### src/rtl/avg_fetch_exec.sv
// AVG vector-list fetch/execute engine: fetches 2/4-byte instructions from 16-bit vector memory,
// runs JMP/JSR/RTS on an internal return stack and hands decoded draw commands out over valid/ready.
module avg_fetch_exec #(
  parameter int          ADDR_W      = 13,
  parameter int          COORD_W     = 16,
  parameter int          STACK_DEPTH = 4,
  parameter int unsigned START_ADDR  = 0
) (
  input  logic               clk,
  input  logic               rst,
  input  logic               go,
  output logic               busy,
  output logic               err,
  output logic               mem_rd,
  output logic [ADDR_W-2:0]  mem_addr,
  input  logic [15:0]        mem_rdata,
  output logic               cmd_valid,
  input  logic               cmd_ready,
  output logic [2:0]         cmd_type,
  output logic [COORD_W-1:0] dx,
  output logic [COORD_W-1:0] dy,
  output logic               blank,
  output logic               use_zreg,
  output logic [7:0]         z_val,
  output logic [3:0]         color,
  output logic [7:0]         lin_scale,
  output logic [2:0]         bin_scale
);

  localparam int SP_W  = $clog2(STACK_DEPTH + 1);
  localparam int IDX_W = (STACK_DEPTH > 1) ? $clog2(STACK_DEPTH) : 1;

  localparam logic [ADDR_W-1:0] START_PC = START_ADDR[ADDR_W-1:0];
  localparam logic [ADDR_W-1:0] LEN2     = ADDR_W'(2);
  localparam logic [ADDR_W-1:0] LEN4     = ADDR_W'(4);
  localparam logic [ADDR_W-2:0] WORD_ONE = (ADDR_W-1)'(1);
  localparam logic [SP_W-1:0]   SP_FULL  = SP_W'(STACK_DEPTH);
  localparam logic [SP_W-1:0]   SP_ONE   = SP_W'(1);

  localparam logic [2:0] OP_VCTR = 3'd0, OP_HALT = 3'd1, OP_SVEC = 3'd2, OP_STSC = 3'd3,
                         OP_CNTR = 3'd4, OP_JSR  = 3'd5, OP_RTS  = 3'd6, OP_JMP  = 3'd7;
  localparam logic [2:0] CMD_VEC = 3'd0, CMD_STAT = 3'd1, CMD_SCAL = 3'd2,
                         CMD_CNTR = 3'd3, CMD_HALT = 3'd4;

  typedef enum logic [2:0] {S_IDLE, S_RD0, S_W0, S_RD1, S_W1, S_EXEC, S_OUT, S_ERR} state_t;

  state_t            state, state_d;
  logic [ADDR_W-1:0] pc, pc_d, pc_inc, jmp_target, pop_addr;
  logic [SP_W-1:0]   sp, sp_d, sp_dec;
  logic              err_d, push, load_cmd, clr_cmd;
  logic [7:0]        b0, b1, b2, b3;
  logic [2:0]        opcode;
  logic [ADDR_W-1:0] stack [STACK_DEPTH];

  logic [2:0]         dec_type, code;
  logic [COORD_W-1:0] dec_dx, dec_dy;
  logic               dec_blank, dec_zreg, is_vec;
  logic [7:0]         dec_z, dec_lin;
  logic [3:0]         dec_color;
  logic [2:0]         dec_bin;

  function automatic logic [COORD_W-1:0] sext13(input logic [12:0] v);
    return COORD_W'($signed(v));
  endfunction

  assign opcode     = b1[7:5];
  assign pc_inc     = pc + ((opcode == OP_VCTR) ? LEN4 : LEN2);
  assign jmp_target = ADDR_W'({b1[3:0], b0, 1'b0});
  assign sp_dec     = sp - SP_ONE;
  assign pop_addr   = stack[sp_dec[IDX_W-1:0]];

  assign busy      = (state != S_IDLE) && (state != S_ERR);
  assign cmd_valid = (state == S_OUT);
  assign mem_rd    = (state == S_RD0) || (state == S_RD1);
  assign mem_addr  = (state == S_RD0) ? pc[ADDR_W-1:1] :
                     (state == S_RD1) ? pc[ADDR_W-1:1] + WORD_ONE : '0;

  always_comb begin
    // NOTE: every signal assigned here gets a default first, so no latch is inferred on any path.
    state_d  = state;
    pc_d     = pc;
    sp_d     = sp;
    err_d    = err;
    push     = 1'b0;
    load_cmd = 1'b0;
    clr_cmd  = 1'b0;
    case (state)
      S_IDLE, S_ERR: if (go) begin
        state_d = S_RD0;
        pc_d    = START_PC;
        sp_d    = '0;
        err_d   = 1'b0;
      end
      S_RD0: state_d = S_W0;
      S_W0:  state_d = (mem_rdata[15:13] == OP_VCTR) ? S_RD1 : S_EXEC;
      S_RD1: state_d = S_W1;
      S_W1:  state_d = S_EXEC;
      S_EXEC: begin
        pc_d    = pc_inc;
        state_d = S_RD0;
        case (opcode)
          OP_JMP: pc_d = jmp_target;
          OP_JSR: if (sp == SP_FULL) begin
            err_d   = 1'b1;
            state_d = S_ERR;
          end else begin
            push = 1'b1;
            sp_d = sp + SP_ONE;
            pc_d = jmp_target;
          end
          OP_RTS: if (sp == '0) begin
            err_d   = 1'b1;
            state_d = S_ERR;
          end else begin
            sp_d = sp_dec;
            pc_d = pop_addr;
          end
          default: begin
            load_cmd = 1'b1;
            state_d  = S_OUT;
          end
        endcase
      end
      S_OUT: if (cmd_ready) begin
        clr_cmd = 1'b1;
        state_d = (cmd_type == CMD_HALT) ? S_IDLE : S_RD0;
      end
      default: state_d = S_IDLE;
    endcase
  end

  // Payload decode from the latched instruction bytes; only consumed when load_cmd is high.
  always_comb begin
    dec_type  = CMD_VEC;
    dec_dx    = '0;
    dec_dy    = '0;
    dec_blank = 1'b0;
    dec_zreg  = 1'b0;
    dec_z     = '0;
    dec_color = '0;
    dec_lin   = '0;
    dec_bin   = '0;
    code      = '0;
    is_vec    = 1'b0;
    case (opcode)
      OP_VCTR: begin
        is_vec = 1'b1;
        dec_dy = sext13({b1[4:0], b0});
        dec_dx = sext13({b3[4:0], b2});
        code   = b3[7:5];
      end
      OP_SVEC: begin
        is_vec = 1'b1;
        dec_dy = sext13({{7{b1[4]}}, b1[4:0], 1'b0});
        dec_dx = sext13({{7{b0[4]}}, b0[4:0], 1'b0});
        code   = b0[7:5];
      end
      OP_STSC: if (b1[4]) begin
        dec_type = CMD_SCAL;
        dec_lin  = b0;
        dec_bin  = b1[2:0];
      end else begin
        dec_type  = CMD_STAT;
        dec_z     = b0;
        dec_color = b1[3:0];
      end
      OP_CNTR: dec_type = CMD_CNTR;
      OP_HALT: dec_type = CMD_HALT;
      default: dec_type = CMD_VEC;
    endcase
    if (is_vec) begin
      case (code)
        3'd0:    dec_blank = 1'b1;
        3'd1:    dec_zreg  = 1'b1;
        default: dec_z     = {4'b0, code, 1'b0};
      endcase
    end
  end

  // NOTE: sequential state uses non-blocking assignments so every flop samples pre-edge values.
  always_ff @(posedge clk or posedge rst) begin
    if (rst) begin
      state     <= S_IDLE;
      pc        <= START_PC;
      sp        <= '0;
      err       <= 1'b0;
      b0        <= '0;
      b1        <= '0;
      b2        <= '0;
      b3        <= '0;
      cmd_type  <= '0;
      dx        <= '0;
      dy        <= '0;
      blank     <= 1'b0;
      use_zreg  <= 1'b0;
      z_val     <= '0;
      color     <= '0;
      lin_scale <= '0;
      bin_scale <= '0;
    end else begin
      state <= state_d;
      pc    <= pc_d;
      sp    <= sp_d;
      err   <= err_d;
      if (state == S_W0) begin
        b0 <= mem_rdata[7:0];
        b1 <= mem_rdata[15:8];
      end
      if (state == S_W1) begin
        b2 <= mem_rdata[7:0];
        b3 <= mem_rdata[15:8];
      end
      if (load_cmd) begin
        cmd_type  <= dec_type;
        dx        <= dec_dx;
        dy        <= dec_dy;
        blank     <= dec_blank;
        use_zreg  <= dec_zreg;
        z_val     <= dec_z;
        color     <= dec_color;
        lin_scale <= dec_lin;
        bin_scale <= dec_bin;
      end else if (clr_cmd) begin
        cmd_type  <= '0;
        dx        <= '0;
        dy        <= '0;
        blank     <= 1'b0;
        use_zreg  <= 1'b0;
        z_val     <= '0;
        color     <= '0;
        lin_scale <= '0;
        bin_scale <= '0;
      end
    end
  end

  // NOTE: the return stack has no reset; sp alone marks live entries, so stale words are never read.
  always_ff @(posedge clk) begin
    if (push) stack[sp[IDX_W-1:0]] <= pc_inc;
  end

endmodule

### config.mk
export PLATFORM = sky130hd
export DESIGN_NAME = avg_fetch_exec
export DESIGN_NICKNAME = d
export VERILOG_FILES = /design/src/rtl/avg_fetch_exec.sv
export SDC_FILE = /design/constraint.sdc
export NUM_CORES = 1
export LEC_CHECK = 0
export ABC_AREA = 1
export BUFFER_PORTS_ARGS = -buffer_cell sky130_fd_sc_hd__buf_4
export CORE_MARGIN = 2
export CORE_UTILIZATION = 47
export DETAILED_ROUTE_END_ITERATION = 8
export PLACE_DENSITY = 0.73
export SLEW_MARGIN = 5
export SYNTH_ARGS = -nofsm -noshare
export SYNTH_HDL_FRONTEND = slang
export SYNTH_SLANG_ARGS = --single-unit
### constraint.sdc
create_clock -name clk -period 9.1 [get_ports clk]
set_clock_uncertainty 0.1 [all_clocks]
set_input_delay 1.82 -clock clk [delete_from_list [all_inputs] [get_ports clk]]
set_output_delay 1.82 -clock clk [all_outputs]
set_load 0.1 [all_outputs]
==> reports/qor.yml, run 1 <==
status: "completed"
yosys.area_share.simple_pct: 21.9
numCtsBuffers: 17
async_flop_share_pct: 68.6
cp.required_ns: 7.18
slew_headroom_pct: 23.1
diodes: 0
syn-cell-area_sq_um: 7370
io_buffers: 95
setup_viol: 0
maxCapViolCount: 0
first_pass_iters: 5
clkTransAtPathRegs_ns: 0.06
critical_path_class: "reg2out"
syn_to_final_growth_pct: 17.7
synth_compound_area_share_pct: 12.2
hold_viol: 0
syn_nets: 865
ys_types: 41
routed_wl_mm: 18.6
cp-end-kind: "output pin"
clock_latency_ns: 0.43
synth-xor-area-share_pct: 0.713
rows: 45
dp_hpwl_mm: 13.0
slowest_delay_ns: 0.54
r2r_setup_slack_ns: 4.89
synthCells: 835
grt_max_degree: 68
clockBufferDepth: 2
regArea_sq_um: 4070
io_pins: 96
grt_pass1_vias: 5506
whs_ns: 0.384
worstPathArrival_ns: 2.48
cp_common_cell: "o21ai_0"
fin_nets: 939
synthMuxAreaShare_pct: 0
min_period_ns: 4.40
start_util_pct: 48.3
overflow: 0
fmax_mhz: 228
synth_top_family_by_area: "simple AND/OR/NAND/NOR gates"
core_area_sq_um: 15300
antenna_left: 0
multi_input_area_sq_um: 2700
tritoncts: "built"
tightest_slew_ns: 1.15
post_cts_buffers: 0
drive_gt1_share_pct: 16.3
cts.sinks: 153
synth_ff_type: "dfrtp_1"
holdBufCountCts: 0
grt_pass1_wl_mm: 29.4
final_util_pct: 56.9
crit_path_start_kind: "register"
ys_warn_count: 0
num_vias: 5998
synth_edf_count: 48
finalMaxSlewViolations: 0
drt-initial-drc-count: 572
via_per_inst: 5.29
final_cell_mix: "nand2_1, dfrtp_1, buf_4"
place_congestion: 0.933
avgRoutedWirePerCell_um: 16.4
fin_setup_tns_ns: 0
cts_root_buf: "clkbuf_16"
slowest_stage: "nor2_1"
finalCritPeriodShare_pct: 48.3
drcViolationCount: 0
hold_path_class: "reg2reg"
htree_levels: 4
crit_chain: "nand2_1 > nor2_1 > o21ai_0 > o21bai_1 > o21ai_0 > buf_4"
grt_usage_pct: 23.1
cts_resized: 0
avgSynthCellArea_sq_um: 8.83
die_x_um: 129
fillCellCount: 1345
antenna_found_initial: 0
final_common_cell: "nand2_1"
cp_max_fo: 11
synth_adder_area_share_pct: 1.80
ys_seq_elements: 153
fp.dieArea_sq_um: 16700
seq_area_frac_synth_pct: 55.2
fp.dieH_um: 129
rsz0062_at_grt: "false"
## final timing paths
path                            startpoint     endpoint  depth (start not counted)
max in group asynchronous              rst       dx[14]                          3
worst min-delay path                 dx[0]        dx[0]                          2
worst max register to register       sp[0]  stack[1][3]                          6
worst min register to register       dx[0]        dx[0]                          2
min in group asynchronous              rst        dx[0]                          2
worst max-delay path              state[0]  mem_addr[4]                          6
## per-stage QoR
step           worst slack, ns  cell area [sq um]  std cells
6_report                  4.70               8680       1133
5_1_grt                   4.47               8680       1133
4_1_cts                   4.69               8680       1133
3_5_place_dp              4.84               8090       1101
3_3_place_gp              4.99               8090       1101
2_1_floorplan             4.10               7370        835
## cell families (layout without fill, tap and decap cells)
group,after synthesis,in the layout
and+or+nand+nor,381,381
AOI/OAI and AO/OA,154,154
DFF,153,153
buffers and inverters,131,218
adders and majority gates,10,10
xor gates and xnor gates,6,6
## registers in the layout (all words and copies together) (netlist names)
register,count
lin_scale,8
b2,8
dx,13
err,1
b0,8
stack,48
pc,12
sp,3
use_zreg,1
bin_scale,3
blank,1
state,3
b1,8
z_val,8
cmd_type,3
dy,13
color,4
b3,8
## synthesized netlist by cell type, types with 2 or more instances
| master | instances | area, sq um |
|---|---|---|
| xor2_1 | 6 | 52.6 |
| o21ai_0 | 88 | 440 |
| buf_6 | 7 | 78.8 |
| nor2_2 | 3 | 18.8 |
| clkinv_1 | 2 | 7.51 |
| a21oi_1 | 19 | 95.1 |
| edfxtp_1 | 48 | 1440 |
| nand2_1 | 252 | 946 |
| o22ai_1 | 5 | 31.3 |
| o21ai_1 | 4 | 20.0 |
| a22oi_1 | 2 | 15.0 |
| clkbuf_1 | 13 | 48.8 |
| nand2_2 | 2 | 12.5 |
| dfrtp_1 | 105 | 2630 |
| nand3_1 | 73 | 365 |
| o211ai_1 | 14 | 105 |
| nor2_1 | 33 | 124 |
| o221ai_1 | 3 | 26.3 |
| inv_2 | 6 | 22.5 |
| buf_4 | 13 | 97.6 |
| buf_2 | 9 | 45.0 |
| nand4_1 | 11 | 68.8 |
| inv_1 | 81 | 304 |
| ha_1 | 9 | 113 |
| nor2_4 | 3 | 33.8 |
| a21o_1 | 9 | 67.6 |
## critical path: cells and delay by family (launching register included)
kind            cells  cell delay [ns]
compound gates      3             0.53
buf+inv             1             0.32
flops               1             0.51
simple gates        2             0.68
## per-layer routing
| metal | wire [um] | part of all wire (%) | vias to the layer above | global-route usage (%) |
|---|---|---|---|---|
| met3 | 1430 | 7.7 | 27 | 6.07 |
| met5 | 0 | 0 | - | 0 |
| met2 | 8510 | 46 | 248 | 34.3 |
| li1 | - | - | 2895 | - |
| met4 | 356 | 1.9 | 0 | 7.03 |
| met1 | 8320 | 45 | 2828 | 33.5 |
## final cells by class
class / instances / area share (%)
Clock buffer: 19 / 5.35
Clock inverter: 13 / 1.36
Inverter: 89 / 3.88
Multi-Input combinational cell: 551 / 31.1
Sequential cell: 153 / 46.9
Tap cell: 211 / 3.04
Timing Repair Buffer: 97 / 8.39
Power of run 1 is left out: the tool's default activity adds up to more than one toggle a clock period on the data nets, which glitch-free logic cannot reach.
==> run 2, diff against run 1 <==
- PLACE_DENSITY: 0.73 -> 0.76
- clock period: 9.1 -> 3.97 ns (I/O delays scaled with it)
==> run 2 against run 1 <==
  * Global-route usage grew 0.062 points
  * Clock-buffer cell count grew 2
  * First-iteration DRC count grew 16%
  * Non-clock buffer count grew 9
  * Sequential cell count is the same
  * Cell area grew 0.17%
==> reports/qor.yml, run 2 (synthesis results as in run 1) <==
status: "completed"
syn_to_final_growth_pct: 17.9
grt_pass1_wl_mm: 29.6  # +0.59%
routed_wl_mm: 18.6  # +0.11%
critical_path_class: "reg2out"
hold_path_class: "reg2reg"
hold_viol: 0  # unchanged
grt_max_degree: 59  # -13%
tightest_slew_ns: 1.07  # -0.0792 ns
cp_max_fo: 11  # unchanged
finalCritPeriodShare_pct: 84.8
crit_path_start_kind: "register"
cp.required_ns: 3.08  # -4.10 ns
clock_latency_ns: 0.43  # about the same
place_inst: 1110  # +0.82%
holdBufCountCts: 0  # unchanged
rows: 45  # unchanged
largest_reg_flops: 48  # unchanged
use_met1_pct: 33.5  # about the same
finalMaxSlewViolations: 0  # unchanged
setup_viol: 0  # unchanged
die_x_um: 129  # unchanged
dp_hpwl_mm: 13.3  # +1.9%
tritoncts: "built"
r2r_end: "stack[0][9]"
final_common_cell: "nand2_1"
grt_usage_pct: 23.1  # +0.062 points
final_cell_mix: "nand2_1, buf_4, dfrtp_1"
met3_usage_pct: 4.50  # -1.6 points
clockBufferDepth: 2  # unchanged
cts.sinks: 153  # unchanged
io_pins: 96  # unchanged
io_buffers: 95  # unchanged
htree_levels: 4  # unchanged
overflow: 0  # unchanged
maxCapViolCount: 0  # unchanged
antenna_found_initial: 0  # unchanged
fp.dieH_um: 129  # unchanged
place_ws_ns: 1.05  # -3.79 ns
start_util_pct: 48.3  # unchanged
crit_end: "mem_addr[4]"
antenna_left: 0  # unchanged
diodes: 0  # unchanged
first_pass_iters: 5  # unchanged
r2r_start: "b1[7]"
numCtsBuffers: 17  # unchanged
busiest_layer: "met2"
fp.dieArea_sq_um: 16700  # unchanged
fillCellCount: 1335  # -0.74%
clkTransAtPathRegs_ns: 0.06  # about the same
startpoint: "state[0]"
r2r_setup_slack_ns: 1.10  # -3.79 ns
num_vias: 6037  # +0.65%
place_congestion: 0.935  # +0.16%
layout.cells.non_filler: 1142  # +0.79%
drt-initial-drc-count: 663  # +16%
min_period_ns: 3.36
post_cts_buffers: 0  # unchanged
cp-end-kind: "output pin"
via_per_inst: 5.29  # -0.14%
setup_slack_ns: 0.605  # -4.10 ns
rsz0062_at_grt: "false"
fin_nets: 948  # +0.96%
fmax_mhz: 297
cts_root_buf: "clkbuf_16"
drcViolationCount: 0  # unchanged
fin_setup_tns_ns: 0  # unchanged
core_area_sq_um: 15300  # unchanged
worstPathArrival_ns: 2.47  # about the same
cts_resized: 0  # unchanged
met2_usage_pct: 35.0  # +0.68 points
slew_headroom_pct: 28.5  # +5.4 points
reg2reg_depth: 9  # +3
avgRoutedWirePerCell_um: 16.3  # -0.68%
whs_ns: 0.384  # +0.000209 ns
drive_gt1_share_pct: 16.9  # +0.59 points
grt_pass1_vias: 5666  # +2.9%
run 2: cell types whose count changed in the layout (fill, tap and decap cells not counted), sizes merged:
cell    before  now
inv         89   91
clkinv      11    8
bufinv       1    0
clkbuf      19   21
buf         97  106
run 2: routing by layer:
layer	part of all wire, %	vias to the layer above
li1	-	2923
met1	43	2846
met2	47	232
met3	7.9	36
met4	2.1	0
met5	0	-
run 2: worst min path at each step:
stage	startpoint	end	slack [ns]	depth (start not counted)
3_3_place_gp	dx[0]	dx[0]	0.37	2
3_5_place_dp	dx[10]	dx[10]	0.37	1
6_report	dx[5]	dx[5]	0.38	1
5_1_grt	dx[5]	dx[5]	0.40	1
4_1_cts	dx[5]	dx[5]	0.39	1
2_1_floorplan	b3[5]	b3[5]	0.35	2
run 2: area by class of cell:
class	instances	area (sq um)	area share, %
Tap cell	211	264	3.04
Sequential cell	153	4070	46.8
Timing Repair Buffer	106	796	9.16
Clock inverter	11	68.8	0.792
Inverter	89	337	3.87
Multi-Input combinational cell	551	2700	31.0
Clock buffer	21	460	5.30
run 2: through the flow:
stage	util [%]	cell area, sq um
floorplan	-	7370
global placement	53.5	8160
detailed placement	53.5	8160
CTS	57.0	8690
global route	57.0	8690
finish	57.0	8690
run 2: worst max-delay path, cell delays in order (launching register included):
cell	delay (ns)
dfrtp_1	0.52
nand2_1	0.13
nor2_1	0.55
o21ai_0	0.23
o21bai_1	0.21
o21ai_0	0.08
buf_4	0.32
Power of run 2 is left out for the same reason.
